[config.mk]
export PLATFORM = sky130hd
export DESIGN_NAME = uart_tx_fifo
export DESIGN_NICKNAME = d
export VERILOG_FILES = /design/src/rtl/uart_tx_fifo.sv
export SDC_FILE = /design/constraint.sdc
export NUM_CORES = 1
export LEC_CHECK = 0
export BUFFER_PORTS_ARGS = -buffer_cell sky130_fd_sc_hd__buf_2
export CAP_MARGIN = 20
export CORE_MARGIN = 10
export CORE_UTILIZATION = 25
export CTS_CLUSTER_DIAMETER = 60
export DETAILED_ROUTE_END_ITERATION = 6
export HOLD_SLACK_MARGIN = 0.15
export PLACE_DENSITY = 0.48
export SYNTH_ARGS = -nofsm -noshare
export SYNTH_HDL_FRONTEND = slang
export SYNTH_SLANG_ARGS = --single-unit
[constraint.sdc]
create_clock -name i_clk -period 4.9 [get_ports i_clk]
set_clock_uncertainty 0.1 [all_clocks]
set_input_delay 0.245 -clock i_clk [delete_from_list [all_inputs] [get_ports i_clk]]
set_output_delay 0.245 -clock i_clk [all_outputs]
set_load 0.05 [all_outputs]
[src/rtl/uart_tx_fifo.sv]
// Buffered UART transmitter: a small FIFO feeds a start/data/parity/stop serialiser.
// A character accepted into an empty idle block drives the start bit from the next edge; frames chain with no idle gap.

module sync_fifo #(
  parameter int W     = 8,
  parameter int DEPTH = 4
) (
  input  logic                     clk,
  input  logic                     rst_n,
  input  logic                     push,
  input  logic [W-1:0]             push_dat,
  input  logic                     pop,
  output logic [W-1:0]             head,
  output logic [$clog2(DEPTH):0]   level,
  output logic                     full,
  output logic                     empty
);
  localparam int AW = $clog2(DEPTH);

  logic [W-1:0]  mem [DEPTH];
  logic [AW-1:0] wr_ptr;
  logic [AW-1:0] rd_ptr;
  logic          do_push;
  logic          do_pop;

  assign full    = (level == (AW+1)'(DEPTH));
  assign empty   = (level == '0);
  assign do_push = push && !full;
  assign do_pop  = pop && !empty;
  assign head    = mem[rd_ptr];

  always_ff @(posedge clk or negedge rst_n) begin
    if (!rst_n) begin
      wr_ptr <= '0;
      rd_ptr <= '0;
      level  <= '0;
    end else begin
      if (do_push) wr_ptr <= wr_ptr + 1'b1;
      if (do_pop)  rd_ptr <= rd_ptr + 1'b1;
      case ({do_push, do_pop})
        2'b10:   level <= level + 1'b1;
        2'b01:   level <= level - 1'b1;
        default: ;
      endcase
    end
  end

  // Storage needs no reset: entries are only read after being written.
  always_ff @(posedge clk) begin
    if (do_push) mem[wr_ptr] <= push_dat;
  end
endmodule

module uart_tx_fifo #(
  parameter int CLKS_PER_BIT = 87,
  parameter int DATA_BITS    = 8,
  parameter int PARITY_EN    = 0,
  parameter int PARITY_ODD   = 0,
  parameter int STOP_BITS    = 1,
  parameter int FIFO_DEPTH   = 4
) (
  input  logic                          i_clk,
  input  logic                          i_rst_n,
  input  logic                          i_tx_dv,
  input  logic [DATA_BITS-1:0]          i_tx_data,
  output logic                          o_tx_ready,
  output logic [$clog2(FIFO_DEPTH):0]   o_fifo_level,
  output logic                          o_tx_serial,
  output logic                          o_tx_act,
  output logic                          o_tx_done
);
  localparam int CW = $clog2(CLKS_PER_BIT);
  localparam int BW = $clog2(DATA_BITS);

  typedef enum logic [2:0] {IDLE, START, DATA, PARITY, STOP} state_t;

  state_t               state;
  logic [CW-1:0]        clk_cnt;
  logic [BW-1:0]        bit_idx;
  logic [DATA_BITS-1:0] shreg;
  logic                 par_bit;
  logic [DATA_BITS-1:0] head;
  logic                 full;
  logic                 empty;
  logic                 pop;
  logic                 bit_end;
  logic                 last_stop;

  sync_fifo #(.W(DATA_BITS), .DEPTH(FIFO_DEPTH)) u_fifo (
    .clk      (i_clk),
    .rst_n    (i_rst_n),
    .push     (i_tx_dv),
    .push_dat (i_tx_data),
    .pop      (pop),
    .head     (head),
    .level    (o_fifo_level),
    .full     (full),
    .empty    (empty)
  );

  assign o_tx_ready = !full;
  assign bit_end    = (clk_cnt == CW'(CLKS_PER_BIT - 1));
  assign last_stop  = (bit_idx == BW'(STOP_BITS - 1));
  // Load the next character either from idle or on the final stop clock, so frames abut.
  assign pop        = !empty && ((state == IDLE) || (state == STOP && bit_end && last_stop));

  always_ff @(posedge i_clk or negedge i_rst_n) begin
    if (!i_rst_n) begin
      state       <= IDLE;
      clk_cnt     <= '0;
      bit_idx     <= '0;
      shreg       <= '0;
      par_bit     <= 1'b0;
      o_tx_serial <= 1'b1;
      o_tx_act    <= 1'b0;
      o_tx_done   <= 1'b0;
    end else begin
      o_tx_done <= 1'b0;
      if (state != IDLE) clk_cnt <= bit_end ? '0 : clk_cnt + 1'b1;
      if (pop) begin
        shreg       <= head;
        par_bit     <= (^head) ^ 1'(PARITY_ODD);
        o_tx_serial <= 1'b0;
        o_tx_act    <= 1'b1;
        state       <= START;
      end
      unique case (state)
        IDLE: ;
        START: if (bit_end) begin
          state       <= DATA;
          bit_idx     <= '0;
          o_tx_serial <= shreg[0];
        end
        DATA: if (bit_end) begin
          if (bit_idx == BW'(DATA_BITS - 1)) begin
            bit_idx <= '0;
            if (PARITY_EN != 0) begin
              state       <= PARITY;
              o_tx_serial <= par_bit;
            end else begin
              state       <= STOP;
              o_tx_serial <= 1'b1;
            end
          end else begin
            bit_idx     <= bit_idx + 1'b1;
            shreg       <= shreg >> 1;
            o_tx_serial <= shreg[1];
          end
        end
        PARITY: if (bit_end) begin
          state       <= STOP;
          o_tx_serial <= 1'b1;
        end
        STOP: if (bit_end) begin
          if (last_stop) begin
            o_tx_done <= 1'b1;
            if (empty) begin
              state    <= IDLE;
              o_tx_act <= 1'b0;
            end
          end else begin
            bit_idx <= bit_idx + 1'b1;
          end
        end
        default: state <= IDLE;
      endcase
    end
  end
endmodule

== Word level (Yosys, flattened, before mapping) ==
Memories as Yosys holds them, arrays and structs flattened.
Index checks and enable logic that the tools add are counted.
Storage, ports and cells
  register bits after elaboration: 31
  memory bits (read-only): 0
  bits in latches: 0
  output and inout bits: 7
  memories: 1
  memory bits (writable): 32
Memory list
  u_fifo.mem: depth 4, width 8, read ports 1, clocked after memory_dff 0, wr ports 1, RTL line 20  | logic [W-1:0] mem [DEPTH];
Cells by class
  mux-type cells: 37
  $add $sub $neg: 6
  divide/modulo/power cells: 0
  bitwise logic cells: 0
  equality and inequality tests: 13
  $mul: 0
  magnitude comparators: 0
  reduce and logical (&&, ||, !) cells: 15
  shift operators: 0
Operators with widths (number)
  3-bit 2-to-1 mux: 13
  8-bit 2-to-1 mux: 4
  1-bit 2-to-1 mux: 15
  3-bit one-hot mux with 5 select lines: 1
  3-bit == test, second input constant: 3
  3-bit logical NOT: 3
  3-bit one-hot mux with 3 select lines: 1
  2-bit inequality test, second input constant: 4
  7-bit by 1-bit adder with 7-bit output, second input constant: 1
  7-bit == test, second input constant: 1
  7-bit 2-to-1 mux: 1
  3-bit by 1-bit adder with 3-bit output, second input constant: 2
  3-bit by 2-bit == test with 1-bit output, second input constant: 2
  3-bit one-hot mux with 2 select lines: 1
  3-bit nonzero test: 2
  1-bit logical AND: 5
  5-bit AND reduction: 1
  2-bit by 1-bit adder with 2-bit output, second input constant: 2
  3-bit by 1-bit == test with 1-bit output, second input constant: 1
  1-bit one-hot mux with 3 select lines: 1
  3-bit by 1-bit subtractor with 3-bit output, second input constant: 1
  2-bit by 1-bit == test with 1-bit output, second input constant: 1
  2-bit == test, second input constant: 1
  1-bit logical NOT: 2
  2 further kinds: 2

== Longest topological paths before layout ==
Gate-level depths: netlist of run 1.
  depth after elaboration: 10
  mapped depth: 12
  depth with buffers taken out: 11

== Modules after synthesis ==
A second synthesis of run 1 with hierarchy kept.
Second synthesis, totals
  cell total of the unflattened synthesis: 226
  area, all modules: 2946.6 um2
Modules (own cells, without submodules)
  sync_fifo: sequential area each 1136.1 um2, instances 1, cells an instance 79, area each 1592.8 um2
  uart_tx_fifo: sequential area each 601.8 um2, instances 1, cells an instance 147, area each 1353.8 um2

== Worst setup path before layout of run 1 ==
No wires, ideal clock.
  path type: reg-to-reg
  from: reg u_fifo.level[2]
  to: reg u_fifo.level[2]
  clock period less this slack: 2.820 ns
  arrival time: 2.638 ns
  stages on the path, launching flop included: 10
  setup slack: 2.080 ns
  buffers on the path: 0
  data required time: 4.718 ns
  library setup time: 0.082 ns
  cells stage by stage: dfrtp_1 -> nand3_1 -> and2_1 -> inv_1 -> ha_1 -> inv_1 -> fa_1 -> xor2_1 -> nor2_1 -> xor2_1
On the way
  elaborated cells between the ends (all ways): 13
  those cells by class: add/sub (2); eq/ne (3); mux (1); reduce/logical (7)
RTL lines
  start, declared: RTL line 14  | output logic [$clog2(DEPTH):0] level,
  start signal, assigned: RTL line 41  | 2'b10: level <= level + 1'b1;
  start signal, assigned: RTL line 42  | 2'b01: level <= level - 1'b1;
  3-bit == test (*): RTL line 26  | assign full = (level == (AW+1)'(DEPTH));
  1-bit logical NOT (*)
  net o_tx_ready: RTL line 66  | output logic o_tx_ready,
  1-bit logical AND (*): RTL line 28  | assign do_push = push && !full;
  2-bit by 1-bit == test with 1-bit output / 2-bit == test (equally long branches): RTL line 40  | case ({do_push, do_pop})
  3-bit one-hot mux with 2 select lines / 2-bit nonzero test (equally long branches)
Mark *: on every way through the listed nets, which the timed path passes. The rest lies on a longest branch.
A chain may end at the register's enable or synchronous reset.

== Worst setup path in the final report of run 1 ==
  from: reg clk_cnt[0]
  to: reg u_fifo.level[2]
On the way
  word-level cells in the longest chain between the ends: 8
  elaborated cells between the ends (all ways): 10
  those cells by class: eq/ne (3); mux (1); reduce/logical (6)
Ends and longest elaborated chain
  start, declared: RTL line 78  | logic [CW-1:0] clk_cnt;
  start signal, assigned: RTL line 119  | if (state != IDLE) clk_cnt <= bit_end ? '0 : clk_cnt + 1'b1;
  7-bit == test (*): RTL line 102  | assign bit_end = (clk_cnt == CW'(CLKS_PER_BIT - 1));
  1-bit logical AND (*) (2 in series): RTL line 105  | assign pop = !empty && ((state == IDLE) || (state == STOP && bit_end && last_stop));
  1-bit logical OR (*): RTL line 105
  1-bit logical AND (*): RTL line 105
  1-bit logical AND (*): RTL line 29  | assign do_pop = pop && !empty;
  2-bit by 1-bit == test with 1-bit output / 2-bit == test (equally long branches): RTL line 40
  3-bit one-hot mux with 2 select lines / 2-bit nonzero test (equally long branches)
Every way passes the cells marked *; elsewhere a longest branch is shown, timed or not.

==> key figures, run 1 <==
Global routing
  • Global route overflow: 0
  • Largest net degree at the start of global routing: 32
  • Global Route Usage Sum: 7.22%
  • Vias in the first global route: 1692
  • Initial antenna violation count: 0
  • First-pass GRT wire length: 9130 um

Layout
  • Layout cells sized above 1: 21.2%
  • Synthesis-to-layout area growth: 20.9%
  • Fillers: 1091
  • Multi-input logic area: 1020 um2
  • Diodes inserted: 0
  • Most common cell after layout, fill and taps aside: edfxtp_1
  • Nets@finish: 262
  • Most frequent cells in the layout: edfxtp_1 (32), dfrtp_1 (30), buf_2 (17)
  • Sequential standard cell area: 1740 um2

Setup path
  • CP arrival: 3.20 ns
  • Reg2reg start: clk_cnt[0]
  • Critical path class: flip-flop to flip-flop
  • Critical Path Source Type: flip-flop
  • Largest fanout on the critical path: 14
  • CP endpoint kind: flip-flop
  • CP Data Required Time: 5.04 ns
  • Worst setup path start: clk_cnt[0]

Detailed routing
  • DRC errors left: 0
  • TritonRoute pass-1 iters: 4
  • Total wire length: 5330 um
  • Wire length on met1: 2550 um
  • Met3 wire length: 232 um
  • WL/cell: 13.8 um
  • Top Metal Used: met4
  • Antenna violation net count after detailed routing: 0
  • DR iter-0 viols: 65
  • Vias/cell: 4.34
  • Via Count: 1670
  • Metal2 WL: 2480 um

Floorplanning
  • FP Rows: 38
  • Die footprint: 16100 um2
  • Die H: 127 um
  • Initial Util: 26.0%
  • Chip width: 127 um
  • I/O pin cnt: 18
  • Core area: 11000 um2

Power and ir drop
  • Clock Power Share: 31.2%
  • Comb power frac: 25.6%
  • Net switching power of the design: 0.621 mW
  • Sw Share: 31.9%
  • Lkg Pwr: 1.34 nW
  • Power density cells: 566 nW/um2
  • Internal power: 1.33 mW
  • Register share of total power: 43.3%
  • Max VDD drop: 0.229 mV

Timing
  • Worst setup margin: 1.85 ns
  • Final min period: 3.05 ns
  • RSZ-0062 raised after global routing: false
  • Final Hold Fails: 0
  • Slew Viols, Final: 0
  • Final Setup Violations: 0
  • Hold slack: 0.228 ns
  • Max Freq: 328 MHz
  • Rel. slew slack: 46.7%
  • Tightest Pin Transition: 0.798 ns
  • Period utilisation layout: 62.3%
  • TNS Setup: 0 ns

Yosys
  • Syn nets: 232
  • Top_reg_cell synth: edfxtp_1
  • Distinct cells, synth: 43
  • Netlist Area Pre-Place: 2850 um2
  • Syn avg cell area: 13.6 um2
  • Yosys reg bits: 63
  • Ys async rst share: 49.2%
  • Register area share after synthesis: 61.0%
  • EDFF count, synth: 32
  • Post-Syn Instances: 210
  • Number of synthesis warnings: 0

Clock network
  • Maximum clock path buffer count: 2
  • Clk_lat worst skew: 0.33 ns
  • Post-CTS sizing: 0
  • H-tree depth: 3
  • Clock Sinks: 63
  • CTS tree: done
  • Clock transition at the registers of the reported paths: 0.05 ns
  • CTS Buf Count: 9
  • # hold bufs at CTS: 9
  • Post-CTS setup buffer count: 0
  • Root Driver: clkbuf_16

Worst hold path
  • Hold path start: i_tx_dv
  • Worst Hold Class: input pin to flip-flop

Status
  • Outcome: finished, final reports clean

Place
  • Setup slack at placement: 1.81 ns
  • Routability cong.: 0.745
  • HPWL Detailed: 3600 um
  • PortBufs: 17

Job
  • Total of max-cap violations: 0
sequential cells by signal, indices dropped and copies added, names as in the netlist:
register	cells
bit_idx	3
clk_cnt	7
o_tx_act	1
o_tx_done	1
o_tx_serial	1
shreg	8
state	3
u_fifo.level	3
u_fifo.mem	32
u_fifo.rd_ptr	2
u_fifo.wr_ptr	2
layer usage:
metal  vias to the layer above  GRT usage [%]
met4                         0           3.62
met3                         9           3.08
li1                        819              -
met1                       817           9.01
met2                        25           10.4
met5                         -              0
Yosys cell counts, types with 4 or more instances:
cell	n	area, um2
edfxtp_1	32	961
dfrtp_1	30	751
inv_1	13	48.8
nand2_1	13	48.8
o21ai_0	13	65.1
nor2_1	12	45.0
mux2i_1	11	110
ha_1	10	125
mux4_2	8	180
a21oi_2	7	61.3
and3_1	7	43.8
a21oi_1	5	25.0
nand2b_1	4	25.0
xnor2_1	4	35.0
metrics by stage:
stage          cells  utilization [%]  total power, mW  area [um2]
2_1_floorplan    210                -             1.22        2850
3_3_place_gp     360             28.0             1.35        3070
3_5_place_dp     360             28.0             1.37        3070
4_1_cts          385             31.4             1.99        3450
5_1_grt          385             31.4             2.08        3450
6_report         385             31.4             1.95        3450
cell type report:
class | count | area share [%]
Multi-Input combinational cell | 126 | 29.7
Inverter | 14 | 1.52
Clock inverter | 5 | 1.45
Sequential cell | 63 | 50.4
Timing Repair Buffer | 26 | 5.08
Tap cell | 140 | 5.08
Clock buffer | 11 | 6.75
power groups by stage:
| stage | Sequential [mW] | Combinational (mW) | Clock, mW |
|---|---|---|---|
| finish | 0.844 | 0.499 | 0.608 |
| global route | 0.872 | 0.557 | 0.655 |
| CTS | 0.850 | 0.513 | 0.628 |
| detailed placement | 0.857 | 0.509 | 0 |
| global placement | 0.855 | 0.498 | 0 |
| floorplan | 0.839 | 0.386 | 0 |
kinds of logic after synthesis:
logic type | share of synthesized area (%)
adders and majority gates | 5.09
and+or+nand+nor | 10.9
buffers and inverters | 3.12
xor gates and xnor gates | 2.15
DFF | 61.0
AOI/OAI and AO/OA | 7.20
muxes | 10.6
critical path, stage by stage, from the launching register on:
cell,delay (ns)
dfrtp_1,0.41
inv_1,0.07
ha_1,0.22
and4b_1,0.23
a21oi_1,0.10
nor2_2,0.64
ha_1,0.30
inv_1,0.06
fa_1,0.37
xor2_1,0.15
nor2_1,0.12
xor2_1,0.18
worst paths after layout:
check                              endpoint  slack (ns)  cells after the start
max reg2reg                 u_fifo.level[2]        1.85                     11
min                        u_fifo.wr_ptr[0]        0.23                      3
max                         u_fifo.level[2]        1.85                     11
min in group asynchronous        clk_cnt[3]        0.41                      2
min reg2reg                      clk_cnt[5]        0.40                      1
max in group asynchronous          shreg[3]        3.84                      2
No activity file was read; power rests on OpenSTA's default activity.
==> run 2, diff against run 1 <==
==> constraint.sdc (replaced) <==
create_clock -name i_clk -period 3.2 [get_ports i_clk]
set_clock_uncertainty 0.1 [all_clocks]
set_input_delay 0.16 -clock i_clk [delete_from_list [all_inputs] [get_ports i_clk]]
set_output_delay 0.16 -clock i_clk [all_outputs]
set_load 0.05 [all_outputs]
==> run 2 against run 1 <==
Clock power grew 57%; cell count grew 0.52%; die area is the same; count of clock-buffer cells in the layout shrank 2; setup slack lost 1.0 ns; critical path depth is the same; maximum frequency grew 28%; sequential power grew 53%; non-clock buffer count grew 2; hold slack gained 0.10 ns; register-to-register slack lost 1.0 ns; first-iteration DRC count is the same.
==> key figures, run 2 (synthesized netlist as in run 1, its figures left out) <==
Status
  • Outcome: finished, final reports clean

Place
  • HPWL Detailed: 3440 um
  • PortBufs: 17
  • Routability cong.: 0.689
  • Placed cell count: 361

Layout
  • Non-Filler Instances: 387
  • Most common cell after layout, fill and taps aside: edfxtp_1
  • Top flop regs: u_fifo.mem (32), shreg (8), clk_cnt (7)
  • Max reg flops: 32
  • Diodes inserted: 0
  • Synthesis-to-layout area growth: 22.1%
  • Post-Route Utilization: 31.7%
  • Nets@finish: 264
  • Layout cells sized above 1: 22.7%
  • Largest Register: u_fifo.mem
  • Most frequent cells in the layout: edfxtp_1 (32), dfrtp_1 (30), buf_2 (17)

Setup path
  • CP Data Required Time: 3.34 ns
  • Critical path class: flip-flop to flip-flop
  • R2r setup slk: 0.81 ns
  • Reg2reg start: clk_cnt[0]
  • CP arrival: 2.53 ns
  • Largest fanout on the critical path: 5
  • Critical Path Source Type: flip-flop
  • CP endpoint kind: flip-flop
  • Reg2Reg Depth: 11
  • End of the worst register-to-register path: u_fifo.level[2]

Floorplanning
  • Die H: 127 um
  • I/O pin cnt: 18
  • Chip width: 127 um
  • Core area: 11000 um2
  • FP Rows: 38
  • Initial Util: 26.0%
  • Die footprint: 16100 um2

Clock network
  • H-tree depth: 3
  • Root Driver: clkbuf_16
  • Clock transition at the registers of the reported paths: 0.06 ns
  • Post-CTS setup buffer count: 0
  • CTS tree: done
  • Clk_lat worst skew: 0.32 ns
  • Clock Sinks: 63
  • CTS Buf Count: 9
  • Maximum clock path buffer count: 2

Timing
  • RSZ-0062 raised after global routing: false
  • Tightest Pin Transition: 0.719 ns
  • Final min period: 2.39 ns
  • Max Freq: 418 MHz
  • Period utilisation layout: 74.8%
  • Rel. slew slack: 52.1%
  • Hold slack: 0.332 ns
  • TNS Setup: 0 ns
  • Final Hold Fails: 0
  • Final Setup Violations: 0
  • Slew Viols, Final: 0

Global routing
  • Largest net degree at the start of global routing: 32
  • First-pass GRT wire length: 8960 um
  • Global Route Usage Sum: 6.83%
  • Vias in the first global route: 1743
  • Initial antenna violation count: 0
  • Global route overflow: 0

Detailed routing
  • DRC errors left: 0
  • Via Count: 1651
  • WL/cell: 13.1 um
  • DR iter-0 viols: 65
  • Total wire length: 5070 um
  • Vias/cell: 4.27
  • Antenna violation net count after detailed routing: 0
  • TritonRoute pass-1 iters: 4

Power and ir drop
  • Overall power: 3.01 mW
  • Power density cells: 865 nW/um2
  • Lkg Pwr: 1.36 nW
  • Max VDD drop: 0.372 mV

Worst hold path
  • Worst Hold Class: input pin to asynchronous set/reset pin

Job
  • Total of max-cap violations: 0
==> run 2: cell types whose count changed in the layout (fill, tap and decap cells not counted) <==
cell           change
clkbuf_1           -2
clkinv_4           +2
buf_4              +1
clkinv_1           -1
dlygate4sd3_1      +1
inv_6              +1
==> run 2: per-layer routing <==
metal  GRT usage [%]  vias to the layer above  share of wire (%)  routed length (um)
li1                -                      822                  -                   -
met1            8.64                      804                 50                2540
met2            9.99                       23                 46                2340
met3            3.00                        2                3.2                 160
met4            2.61                        0               0.55                  28
met5               0                        -                  0                   0
==> run 2: through the flow <==
stage / setup slack, ns / area [um2]
2_1_floorplan: 0.380 / 2850
3_3_place_gp: 0.870 / 3080
3_5_place_dp: 0.815 / 3080
4_1_cts: 0.792 / 3480
5_1_grt: 0.670 / 3480
6_report: 0.806 / 3480
==> run 2: critical path: stages (launching register included) <==
cell	delay (ns)
dfrtp_1	0.42
inv_1	0.07
ha_1	0.22
and4b_1	0.24
a21oi_1	0.11
nor2_2	0.14
ha_1	0.19
inv_1	0.06
fa_1	0.37
xor2_1	0.15
nor2_1	0.11
xor2_1	0.15
==> run 2: what timing repair did <==
item / CTS / global route
hold endpoints to repair: 63 / 0
hold buffers: 10 / 0
gates resized for setup: 0 / 0
==> run 2: how the worst max path moves through the flow <==
stage                          startpoint         endpoint  depth (start not counted)  slack, ns
after floorplan           u_fifo.level[2]  u_fifo.level[2]                          9       0.38
after global placement         clk_cnt[0]  u_fifo.level[2]                         11       0.87
after detailed placement       clk_cnt[0]  u_fifo.level[2]                         11       0.82
after CTS                      clk_cnt[0]  u_fifo.level[2]                         11       0.79
after global routing           clk_cnt[0]  u_fifo.level[2]                         11       0.67
final                          clk_cnt[0]  u_fifo.level[2]                         11       0.81
==> run 2: area by class of cell <==
cell class	count	area (um2)
Sequential cell	63	1740
Multi-Input combinational cell	126	1020
Timing Repair Buffer	28	193
Clock buffer	9	225
Inverter	14	52.6
Tap cell	140	175
Fill cell	1093	7500
Clock inverter	7	72.6
==> run 2: report_power, final <==
part           leakage, nW  internal (mW)  switching, mW
clock network        0.143          0.603          0.351
registers            0.672           1.09          0.201
logic                0.544          0.354          0.410
total                 1.36           2.05          0.963
==> run 3, diff against run 2 <==
--- a/config.mk
+++ b/config.mk
@@ -12,7 +12,7 @@
 export CTS_CLUSTER_DIAMETER = 60
 export DETAILED_ROUTE_END_ITERATION = 6
 export HOLD_SLACK_MARGIN = 0.15
-export PLACE_DENSITY = 0.48
+export PLACE_DENSITY = 0.49
 export SYNTH_ARGS = -nofsm -noshare
 export SYNTH_HDL_FRONTEND = slang
 export SYNTH_SLANG_ARGS = --single-unit
==> constraint.sdc (replaced) <==
create_clock -name i_clk -period 2.15 [get_ports i_clk]
set_clock_uncertainty 0.1 [all_clocks]
set_input_delay 0.1075 -clock i_clk [delete_from_list [all_inputs] [get_ports i_clk]]
set_output_delay 0.1075 -clock i_clk [all_outputs]
set_load 0.05 [all_outputs]
==> run 3 against run 2 <==
Hold slack got worse by 0.057 ns; power rose by 58%; combinational power rose by 86%; via count rose by 4.4%; critical path depth did not move; count of clock-buffer cells in the layout did not move; sequential share of layout area fell by 2.5 points; maximum frequency rose by 13%; first-iteration DRC count rose by 9.2%; routed wire length rose by 6.9%; register-to-register slack got worse by 0.78 ns; critical path type unchanged.
==> key figures, run 3 (synthesized netlist as in run 1, its figures left out) <==
Setup path
  • CP endpoint kind: flip-flop
  • End of the worst register-to-register path: u_fifo.level[2]
  • R2r setup slk: 0.03 ns
  • Critical path class: flip-flop to flip-flop
  • Reg2reg start: clk_cnt[0]
  • Reg2Reg Depth: 11
  • CP Data Required Time: 2.30 ns
  • Largest fanout on the critical path: 2
  • Critical Path Source Type: flip-flop
  • CP arrival: 2.27 ns

Power and ir drop
  • Sw Share: 32.6%
  • Overall power: 4.76 mW
  • Max VDD drop: 0.513 mV
  • Power density cells: 1300 nW/um2
  • Lkg Pwr: 1.44 nW
  • Internal power: 3.21 mW
  • Clock Power Share: 31.2%
  • Comb power frac: 29.7%
  • Net switching power of the design: 1.55 mW
  • Register share of total power: 39.0%

Detailed routing
  • Vias/cell: 4.26
  • Via Count: 1723
  • Antenna violation net count after detailed routing: 0
  • TritonRoute pass-1 iters: 4
  • WL/cell: 13.4 um
  • DRC errors left: 0
  • DR iter-0 viols: 71
  • Total wire length: 5420 um

Layout
  • Largest Register: u_fifo.mem
  • Most common cell after layout, fill and taps aside: edfxtp_1
  • Synthesis-to-layout area growth: 28.8%
  • Top flop regs: u_fifo.mem (32), shreg (8), clk_cnt (7)
  • Nets@finish: 281
  • Fillers: 1080
  • Diodes inserted: 0
  • Most frequent cells in the layout: edfxtp_1 (32), dfrtp_1 (27), buf_2 (17), buf_4 (16), nand2_1 (13)
  • Layout cells sized above 1: 31.4%
  • Non-Filler Instances: 404
  • Max reg flops: 32

Global routing
  • Met3 Use GR: 2.62%
  • Initial antenna violation count: 0
  • Global route overflow: 0
  • GR Util met2: 11.2%
  • Global Route Usage Sum: 7.18%
  • Largest net degree at the start of global routing: 32
  • First-pass GRT wire length: 9240 um
  • Vias in the first global route: 1842
  • Met1 Use GR: 8.62%
  • Busiest grt layer: met2

Timing
  • Max Freq: 471 MHz
  • Final Hold Fails: 0
  • Period utilisation layout: 98.8%
  • Rel. slew slack: 51.2%
  • Hold slack: 0.275 ns
  • Final Setup Violations: 0
  • Final min period: 2.12 ns
  • Slew Viols, Final: 0
  • Tightest Pin Transition: 0.732 ns
  • RSZ-0062 raised after global routing: true

Clock network
  • CTS Buf Count: 9
  • H-tree depth: 3
  • Clk_lat worst skew: 0.33 ns
  • CTS tree: done
  • Root Driver: clkbuf_16
  • Clock Sinks: 63
  • Clock transition at the registers of the reported paths: 0.06 ns
  • Maximum clock path buffer count: 2

Worst hold path
  • Worst Hold Class: input pin to asynchronous set/reset pin

Job
  • Total of max-cap violations: 0

Floorplanning
  • Initial Util: 26.0%
  • Die H: 127 um
  • Die footprint: 16100 um2
  • Core area: 11000 um2
  • I/O pin cnt: 18
  • FP Rows: 38
  • Chip width: 127 um

Status
  • Outcome: finished, final reports clean

Place
  • Routability cong.: 0.757
  • Placed cell count: 377
  • HPWL Detailed: 3630 um
  • PortBufs: 17
==> run 3: worst max-delay path, stage by stage, from the launching register on <==
cell and delay [ns]:
dfrtp_1 0.37, inv_1 0.06, ha_2 0.17, and4b_1 0.23, a21oi_2 0.09, nor2_4 0.11, ha_4 0.15, inv_2 0.03
fa_2 0.32, xor2_1 0.14, nor2_1 0.11, xor2_1 0.14
==> run 3: routing by layer <==
metal  vias to the layer above  routed length (um)
li1                        857                   -
met1                       839                2620
met2                        19                2560
met3                         8                 140
met4                         0                  99
met5                         -                   0
==> run 3: timing repair <==
action | 4_1_cts | 5_1_grt
setup buffers | 1 | 0
resized for setup | 0 | 1
pin swaps | 2 | 2
endpoints found under the setup margin | 1 | 3
hold buffers | 10 | 0
endpoints found under the hold margin | 63 | 0
==> run 3: power by group through the flow <==
stage	clock network [mW]	logic [mW]	registers, mW
after detailed placement	0	1.42	1.88
after CTS	1.53	1.45	1.86
after global routing	1.58	1.58	1.91
after floorplan	0	0.934	1.92
after global placement	0	1.40	1.87
final	1.48	1.42	1.86
==> run 3: worst max-delay path by stage <==
stage / depth (start not counted) / to / from / slack, ns
floorplan: 12 / u_fifo.level[2] / clk_cnt[0] / -0.19
global placement: 11 / u_fifo.level[2] / clk_cnt[0] / 0.009
detailed placement: 11 / u_fifo.level[2] / clk_cnt[0] / -0.02
CTS: 11 / u_fifo.level[2] / bit_idx[0] / -0.002
global route: 11 / u_fifo.level[2] / bit_idx[0] / -0.13
finish: 11 / u_fifo.level[2] / clk_cnt[0] / 0.03
==> run 3: final cells by class <==
type	instances	area [um2]	area share, %
clock buffer	9	225	6.13
clock inverter	7	78.8	2.15
inverter	14	52.6	1.43
multi-input combinational	126	1060	28.9
sequential	63	1740	47.4
tap	140	175	4.77
timing repair buffer	45	337	9.17
==> run 3: stage by stage <==
stage	setup slack, ns	setup TNS (ns)	cell area, um2	util [%]
5_1_grt	-0.127	-0.127	3670	33.4
3_5_place_dp	-0.0225	-0.0225	3260	29.7
2_1_floorplan	-0.190	-0.257	2900	-
4_1_cts	-0.00156	-0.00156	3670	33.4
6_report	0.0269	0	3670	33.4
3_3_place_gp	0.00856	0	3260	29.7
